**src/rtl/grf_wb_buffer_if.sv**
```systemverilog
// Writeback buffer bus: producer request handshake, register-file write port,
// forwarding lookup and occupancy status.
//   master: drives requests, drain_hold and read addresses; sees the rest.
//   slave : the buffer itself.
interface grf_wb_buffer_if #(
    parameter int unsigned DEPTH = 4
);
    localparam int unsigned CW = $clog2(DEPTH) + 1;

    logic          in_valid;
    logic [4:0]    in_addr;
    logic [31:0]   in_data;
    logic          in_ready;
    logic          drain_hold;
    logic          WriteEnable;
    logic [4:0]    WriteAddress;
    logic [31:0]   WriteData;
    logic [4:0]    ReadAddress1;
    logic [4:0]    ReadAddress2;
    logic          fwd_hit1;
    logic          fwd_hit2;
    logic [31:0]   fwd_data1;
    logic [31:0]   fwd_data2;
    logic [CW-1:0] count;
    logic          empty;

    modport master (
        output in_valid, in_addr, in_data, drain_hold, ReadAddress1, ReadAddress2,
        input  in_ready, WriteEnable, WriteAddress, WriteData,
        input  fwd_hit1, fwd_hit2, fwd_data1, fwd_data2, count, empty
    );

    modport slave (
        input  in_valid, in_addr, in_data, drain_hold, ReadAddress1, ReadAddress2,
        output in_ready, WriteEnable, WriteAddress, WriteData,
        output fwd_hit1, fwd_hit2, fwd_data1, fwd_data2, count, empty
    );
endinterface

```
**src/rtl/grf_wb_buffer.sv**
```systemverilog
// Register-file writeback buffer: a circular FIFO of pending (addr, data)
// writes that drains one entry per cycle into the register file and forwards
// the newest pending value for two read ports.
// Ports:
//   clk     - clock, all state changes on the rising edge
//   Reset_n - asynchronous active-low reset
//   bus     - grf_wb_buffer_if.slave (request, write port, forwarding, status)
module grf_wb_buffer #(
    parameter int unsigned DEPTH = 4
) (
    input  logic              clk,
    input  logic              Reset_n,
    grf_wb_buffer_if.slave    bus
);
    localparam int unsigned AW = $clog2(DEPTH);
    localparam int unsigned CW = AW + 1;

    if (!(DEPTH == 2 || DEPTH == 4 || DEPTH == 8)) begin : gBadDepth
        $error("grf_wb_buffer: DEPTH must be 2, 4 or 8");
    end

    logic [AW-1:0]    head;
    logic [AW-1:0]    tail;
    logic [CW-1:0]    count;
    logic [DEPTH-1:0] entryValid;
    logic [4:0]       entryAddr [DEPTH];
    logic [31:0]      entryData [DEPTH];

    logic isEmpty;
    logic isFull;
    logic accept;
    logic store;
    logic pop;

    // Handshake and drain decisions; ready never looks at a same-cycle pop.
    assign isEmpty = (count == '0);
    assign isFull  = (count == CW'(DEPTH));
    assign accept  = bus.in_valid && !isFull;
    assign store   = accept && (bus.in_addr != 5'd0);
    assign pop     = !isEmpty && !bus.drain_hold;

    assign bus.in_ready     = !isFull;
    assign bus.WriteEnable  = pop;
    assign bus.WriteAddress = isEmpty ? 5'd0  : entryAddr[head];
    assign bus.WriteData    = isEmpty ? 32'd0 : entryData[head];
    assign bus.count        = count;
    assign bus.empty        = isEmpty;

    // FIFO state: push at tail, pop at head; pointers wrap by width (DEPTH is 2^AW).
    always_ff @(posedge clk or negedge Reset_n) begin
        if (!Reset_n) begin
            head       <= '0;
            tail       <= '0;
            count      <= '0;
            entryValid <= '0;
            for (int unsigned i = 0; i < DEPTH; i++) begin
                entryAddr[i] <= 5'd0;
                entryData[i] <= 32'd0;
            end
        end else begin
            if (store) begin
                entryValid[tail] <= 1'b1;
                entryAddr[tail]  <= bus.in_addr;
                entryData[tail]  <= bus.in_data;
                tail             <= tail + AW'(1);
            end
            if (pop) begin
                // Full blocks store, so head==tail cannot collide here.
                entryValid[head] <= 1'b0;
                head             <= head + AW'(1);
            end
            case ({store, pop})
                2'b10:   count <= count + CW'(1);
                2'b01:   count <= count - CW'(1);
                default: count <= count;
            endcase
        end
    end

    logic [AW-1:0] fwdIdx;
    logic          hit1;
    logic          hit2;
    logic [31:0]   data1;
    logic [31:0]   data2;

    // Walk oldest to newest so the last match (closest to tail) wins.
    always_comb begin
        fwdIdx = '0;
        hit1   = 1'b0;
        hit2   = 1'b0;
        data1  = 32'd0;
        data2  = 32'd0;
        for (int unsigned i = 0; i < DEPTH; i++) begin
            fwdIdx = head + AW'(i);
            if (entryValid[fwdIdx] && (bus.ReadAddress1 != 5'd0)
                && (entryAddr[fwdIdx] == bus.ReadAddress1)) begin
                hit1  = 1'b1;
                data1 = entryData[fwdIdx];
            end
            if (entryValid[fwdIdx] && (bus.ReadAddress2 != 5'd0)
                && (entryAddr[fwdIdx] == bus.ReadAddress2)) begin
                hit2  = 1'b1;
                data2 = entryData[fwdIdx];
            end
        end
    end

    assign bus.fwd_hit1  = hit1;
    assign bus.fwd_hit2  = hit2;
    assign bus.fwd_data1 = data1;
    assign bus.fwd_data2 = data2;
endmodule

```
**src/flat_wrapper.sv**
```systemverilog
// flat-port wrapper written by rule: the top's interface ports become plain ports
module grf_wb_buffer_flat 
#(
    parameter int unsigned DEPTH = 4
)
  (clk, Reset_n, bus_in_valid, bus_in_addr, bus_in_data, bus_drain_hold, bus_ReadAddress1, bus_ReadAddress2, bus_in_ready, bus_WriteEnable, bus_WriteAddress, bus_WriteData, bus_fwd_hit1, bus_fwd_hit2, bus_fwd_data1, bus_fwd_data2, bus_count, bus_empty);
  grf_wb_buffer_if #(.DEPTH(DEPTH)) bus_i ();
  input  logic clk;
  input  logic Reset_n;
  input wire logic [$bits(bus_i.in_valid)-1:0] bus_in_valid;
  input wire logic [$bits(bus_i.in_addr)-1:0] bus_in_addr;
  input wire logic [$bits(bus_i.in_data)-1:0] bus_in_data;
  input wire logic [$bits(bus_i.drain_hold)-1:0] bus_drain_hold;
  input wire logic [$bits(bus_i.ReadAddress1)-1:0] bus_ReadAddress1;
  input wire logic [$bits(bus_i.ReadAddress2)-1:0] bus_ReadAddress2;
  output wire logic [$bits(bus_i.in_ready)-1:0] bus_in_ready;
  output wire logic [$bits(bus_i.WriteEnable)-1:0] bus_WriteEnable;
  output wire logic [$bits(bus_i.WriteAddress)-1:0] bus_WriteAddress;
  output wire logic [$bits(bus_i.WriteData)-1:0] bus_WriteData;
  output wire logic [$bits(bus_i.fwd_hit1)-1:0] bus_fwd_hit1;
  output wire logic [$bits(bus_i.fwd_hit2)-1:0] bus_fwd_hit2;
  output wire logic [$bits(bus_i.fwd_data1)-1:0] bus_fwd_data1;
  output wire logic [$bits(bus_i.fwd_data2)-1:0] bus_fwd_data2;
  output wire logic [$bits(bus_i.count)-1:0] bus_count;
  output wire logic [$bits(bus_i.empty)-1:0] bus_empty;
  assign bus_i.in_valid = bus_in_valid;
  assign bus_i.in_addr = bus_in_addr;
  assign bus_i.in_data = bus_in_data;
  assign bus_i.drain_hold = bus_drain_hold;
  assign bus_i.ReadAddress1 = bus_ReadAddress1;
  assign bus_i.ReadAddress2 = bus_ReadAddress2;
  assign bus_in_ready = bus_i.in_ready;
  assign bus_WriteEnable = bus_i.WriteEnable;
  assign bus_WriteAddress = bus_i.WriteAddress;
  assign bus_WriteData = bus_i.WriteData;
  assign bus_fwd_hit1 = bus_i.fwd_hit1;
  assign bus_fwd_hit2 = bus_i.fwd_hit2;
  assign bus_fwd_data1 = bus_i.fwd_data1;
  assign bus_fwd_data2 = bus_i.fwd_data2;
  assign bus_count = bus_i.count;
  assign bus_empty = bus_i.empty;
  grf_wb_buffer #(.DEPTH(DEPTH)) u_core (.clk(clk), .Reset_n(Reset_n), .bus(bus_i));
endmodule
```
**config.mk**
```make
export PLATFORM = sky130hd
export DESIGN_NAME = grf_wb_buffer_flat
export DESIGN_NICKNAME = d
export VERILOG_FILES = /design/src/rtl/grf_wb_buffer_if.sv /design/src/rtl/grf_wb_buffer.sv /design/src/flat_wrapper.sv
export SDC_FILE = /design/constraint.sdc
export NUM_CORES = 1
export LEC_CHECK = 0
export BUFFER_PORTS_ARGS = -buffer_cell sky130_fd_sc_hd__buf_4
export CORE_ASPECT_RATIO = 0.9
export CORE_MARGIN = 3
export CORE_UTILIZATION = 39
export CTS_CLUSTER_SIZE = 28
export DETAILED_ROUTE_END_ITERATION = 12
export PLACE_DENSITY_LB_ADDON = 0.1
export SYNTH_ARGS = -nofsm -noshare
export SYNTH_HDL_FRONTEND = slang
export SYNTH_SLANG_ARGS = --single-unit
```
**constraint.sdc**
```tcl
create_clock -name clk -period 9.6 [get_ports clk]
set_input_delay 1.44 -clock clk [delete_from_list [all_inputs] [get_ports clk]]
set_output_delay 1.44 -clock clk [all_outputs]
set_load 0.03 [all_outputs]
```
==> reports/metrics.yaml <==
yosys:
  yosys.area.top_type: "dfrtp_1"
  ys_seq_area_share_pct: 29.8
  synthTopCellsByCount: "dfrtp_1 (159), mux4_2 (149), mux2_2 (148)"
  syn-num-nets: 1144
  yosysMostFrequentCell: "dfrtp_1"
  ys.warnings.count: 0
  syn_area_um2: 13400
  synth.area.top_cells: "dfrtp_1 (30%), mux4_2 (25%), mux2_2 (12%)"
  synthFlopType: "dfrtp_1"
  synth_edf_count: 0
  synth_seq_cells: 159
  syn_avg_cell_area_um2: 12.3
  yosys.area.top_type_share_pct: 29.8
  ys_types: 55
  synth_cells: 1083
  async_flop_share_pct: 100
critical_path:
  max_stage_delay_ns: 0.93
  cp_cell_sequence: "inv_1 > ha_4 > mux4_2 > a211oi_2 > o211a_2 > buf_4 > and2_2 > buf_4 > o221ai_2 > a31oi_1 > buf_4"
  criticalPathCategory: "flip-flop to output port"
  cp_top_family: "buffers and inverters"
  cp.depth: 11
  critPathMaxFanout: 60
  reg2regPathDepth: 4
  critPathRequiredTime_ns: 8.16
  crit_arrival_ns: 5.80
  crit_buf_inv: 4
  worstSetupEndpointType: "output port"
  worstSetupStartpointType: "flip-flop"
  crit_top_cell: "buf_4"
  cp_slowest_cell: "dfrtp_4"
sta:
  tightest_slew_ns: 1.19
  min_period_ns: 7.24
  skew_ns: 0.0124
  setup_viol: 0
  maxSlewHeadroom_pct: 20.4
  rsz0062_at_grt: "false"
  clock.fmax_ghz: 0.138
  final-hold-violation-count: 0
  fin_crit_sh_pct: 75.4
  slew_violations: 0
  fin_tns_setup_ns: 0
placed_design:
  port_buffers: 159
  dp_hpwl_mm: 25.4
  place.gp.congestion: 0.818
detailed_routing:
  via_per_inst: 6.07
  drcViolationCount: 0
  wl_per_cell_um: 23.7
  first_iter_violations: 610
  vias: 9919
  totalWireLength_mm: 38.6
  drtAntennaViolNets: 0
  first_pass_iters: 4
global_route:
  grt_pass1_wl_mm: 60.7
  grt-ovfl-total: 0
  grt_max_degree: 94
  grt_pass1_vias: 9960
  antenna_found_initial: 1
  grt_usage_pct: 21.0
layout:
  antenna_cells: 0
  area_growth_pct: 14.7
  nets: 1226
  drive_gt1_share_pct: 53.0
cts:
  numCtsBuffers: 17
  cts_root_buf: "clkbuf_16"
  cts_tree: "yes"
  post_cts_buffers: 0
  cts_resized: 0
  htreeDepth: 4
  clk_pin_slew_ns: 0.07
  cts_buffer_depth: 2
  hold_buffers: 0
  worstSkewPairLatency_ns: 0.43
  clock-sinks: 159
floorplan:
  coreArea_um2: 33300
  rows: 63
  io_pins: 160
  start_util_pct: 40.1
  fp.dieH_um: 182
  die_x_um: 201
  fp.dieArea_um2: 36500
min_path:
  min_path_cells: 1
  hold_path.class: "flip-flop to flip-flop"
run_status:
  outcome: "finished, final reports clean"
run:
  maxCapViolCount: 0
==> worst paths after layout <==
path                                     start              endpoint  slack, ns
max                             u_core.head[0]      bus_fwd_data2[2]       2.36
min                        u_core.bus.count[2]   u_core.bus.count[2]       0.56
max reg2reg                     u_core.head[0]  u_core.entryValid[1]       6.47
min reg2reg                u_core.bus.count[2]   u_core.bus.count[2]       0.56
max in group asynchronous              Reset_n        u_core.head[1]       7.00
min in group asynchronous              Reset_n  u_core.entryAddr[11]       1.07
==> layer usage <==
layer / track usage, % / vias up / wire [µm]
met5: 0 / - / 13
met4: 4.16 / 2 / 471
met3: 4.12 / 31 / 2320
met2: 33.3 / 357 / 18000
met1: 30.4 / 5162 / 17800
li1: - / 4367 / -
==> stage by stage <==
stage	instances	utilization [%]	hold slack [ns]	setup slack, ns	cell area, µm²
CTS	1633	46.0	0.561	2.34	15300
detailed placement	1601	44.2	0.549	2.81	14700
global route	1633	46.0	0.572	1.96	15300
finish	1633	46.0	0.561	2.36	15300
floorplan	1083	-	0.520	3.86	13400
global placement	1601	44.2	0.541	2.85	14700
==> cells in the final DEF, fill, tap and decap left out, drive strengths merged, types with 5 or more instances in the layout <==
cell type  instances
nand4              6
o21ai              5
o221ai            29
dfrtp            159
nor3               5
clkbuf            22
a21boi             7
a221oi            32
nor2b             15
a31oi             29
o31ai             32
and3              30
a21oi             23
buf              180
mux4             152
mux2             148
xnor2             39
inv               40
clkinv             5
ha                 9
nor2              92
and2               7
nand3              5
nand2             73
==> sequential cells by signal, summed over array words and instances, names as in the netlist <==
signal,cells
u_core.head,2
u_core.bus.count,3
u_core.entryData,128
u_core.tail,2
u_core.entryValid,4
u_core.entryAddr,20
==> kinds of logic after synthesis <==
family / Yosys count / synth area share (%)
AO/OA/AOI/OAI: 173 / 13.6
XOR/XNOR: 43 / 3.04
adder cells (fa/ha/maj): 10 / 0.993
buffers and inverters: 154 / 5.77
flip-flops: 159 / 29.8
multiplexers: 301 / 38.3
AND/OR/NAND/NOR: 243 / 8.57
==> cell type report <==
type | count | area, µm²
inverter | 37 | 139
clock inverter | 10 | 126
clock buffer | 22 | 474
sequential | 159 | 3990
timing repair buffer | 180 | 1360
multi-input combinational | 770 | 8670
fill | 3094 | 18000
tap | 455 | 569
Power is left out: the tool's default activity adds up to more than one toggle a clock period on the data nets, which glitch-free logic cannot reach.
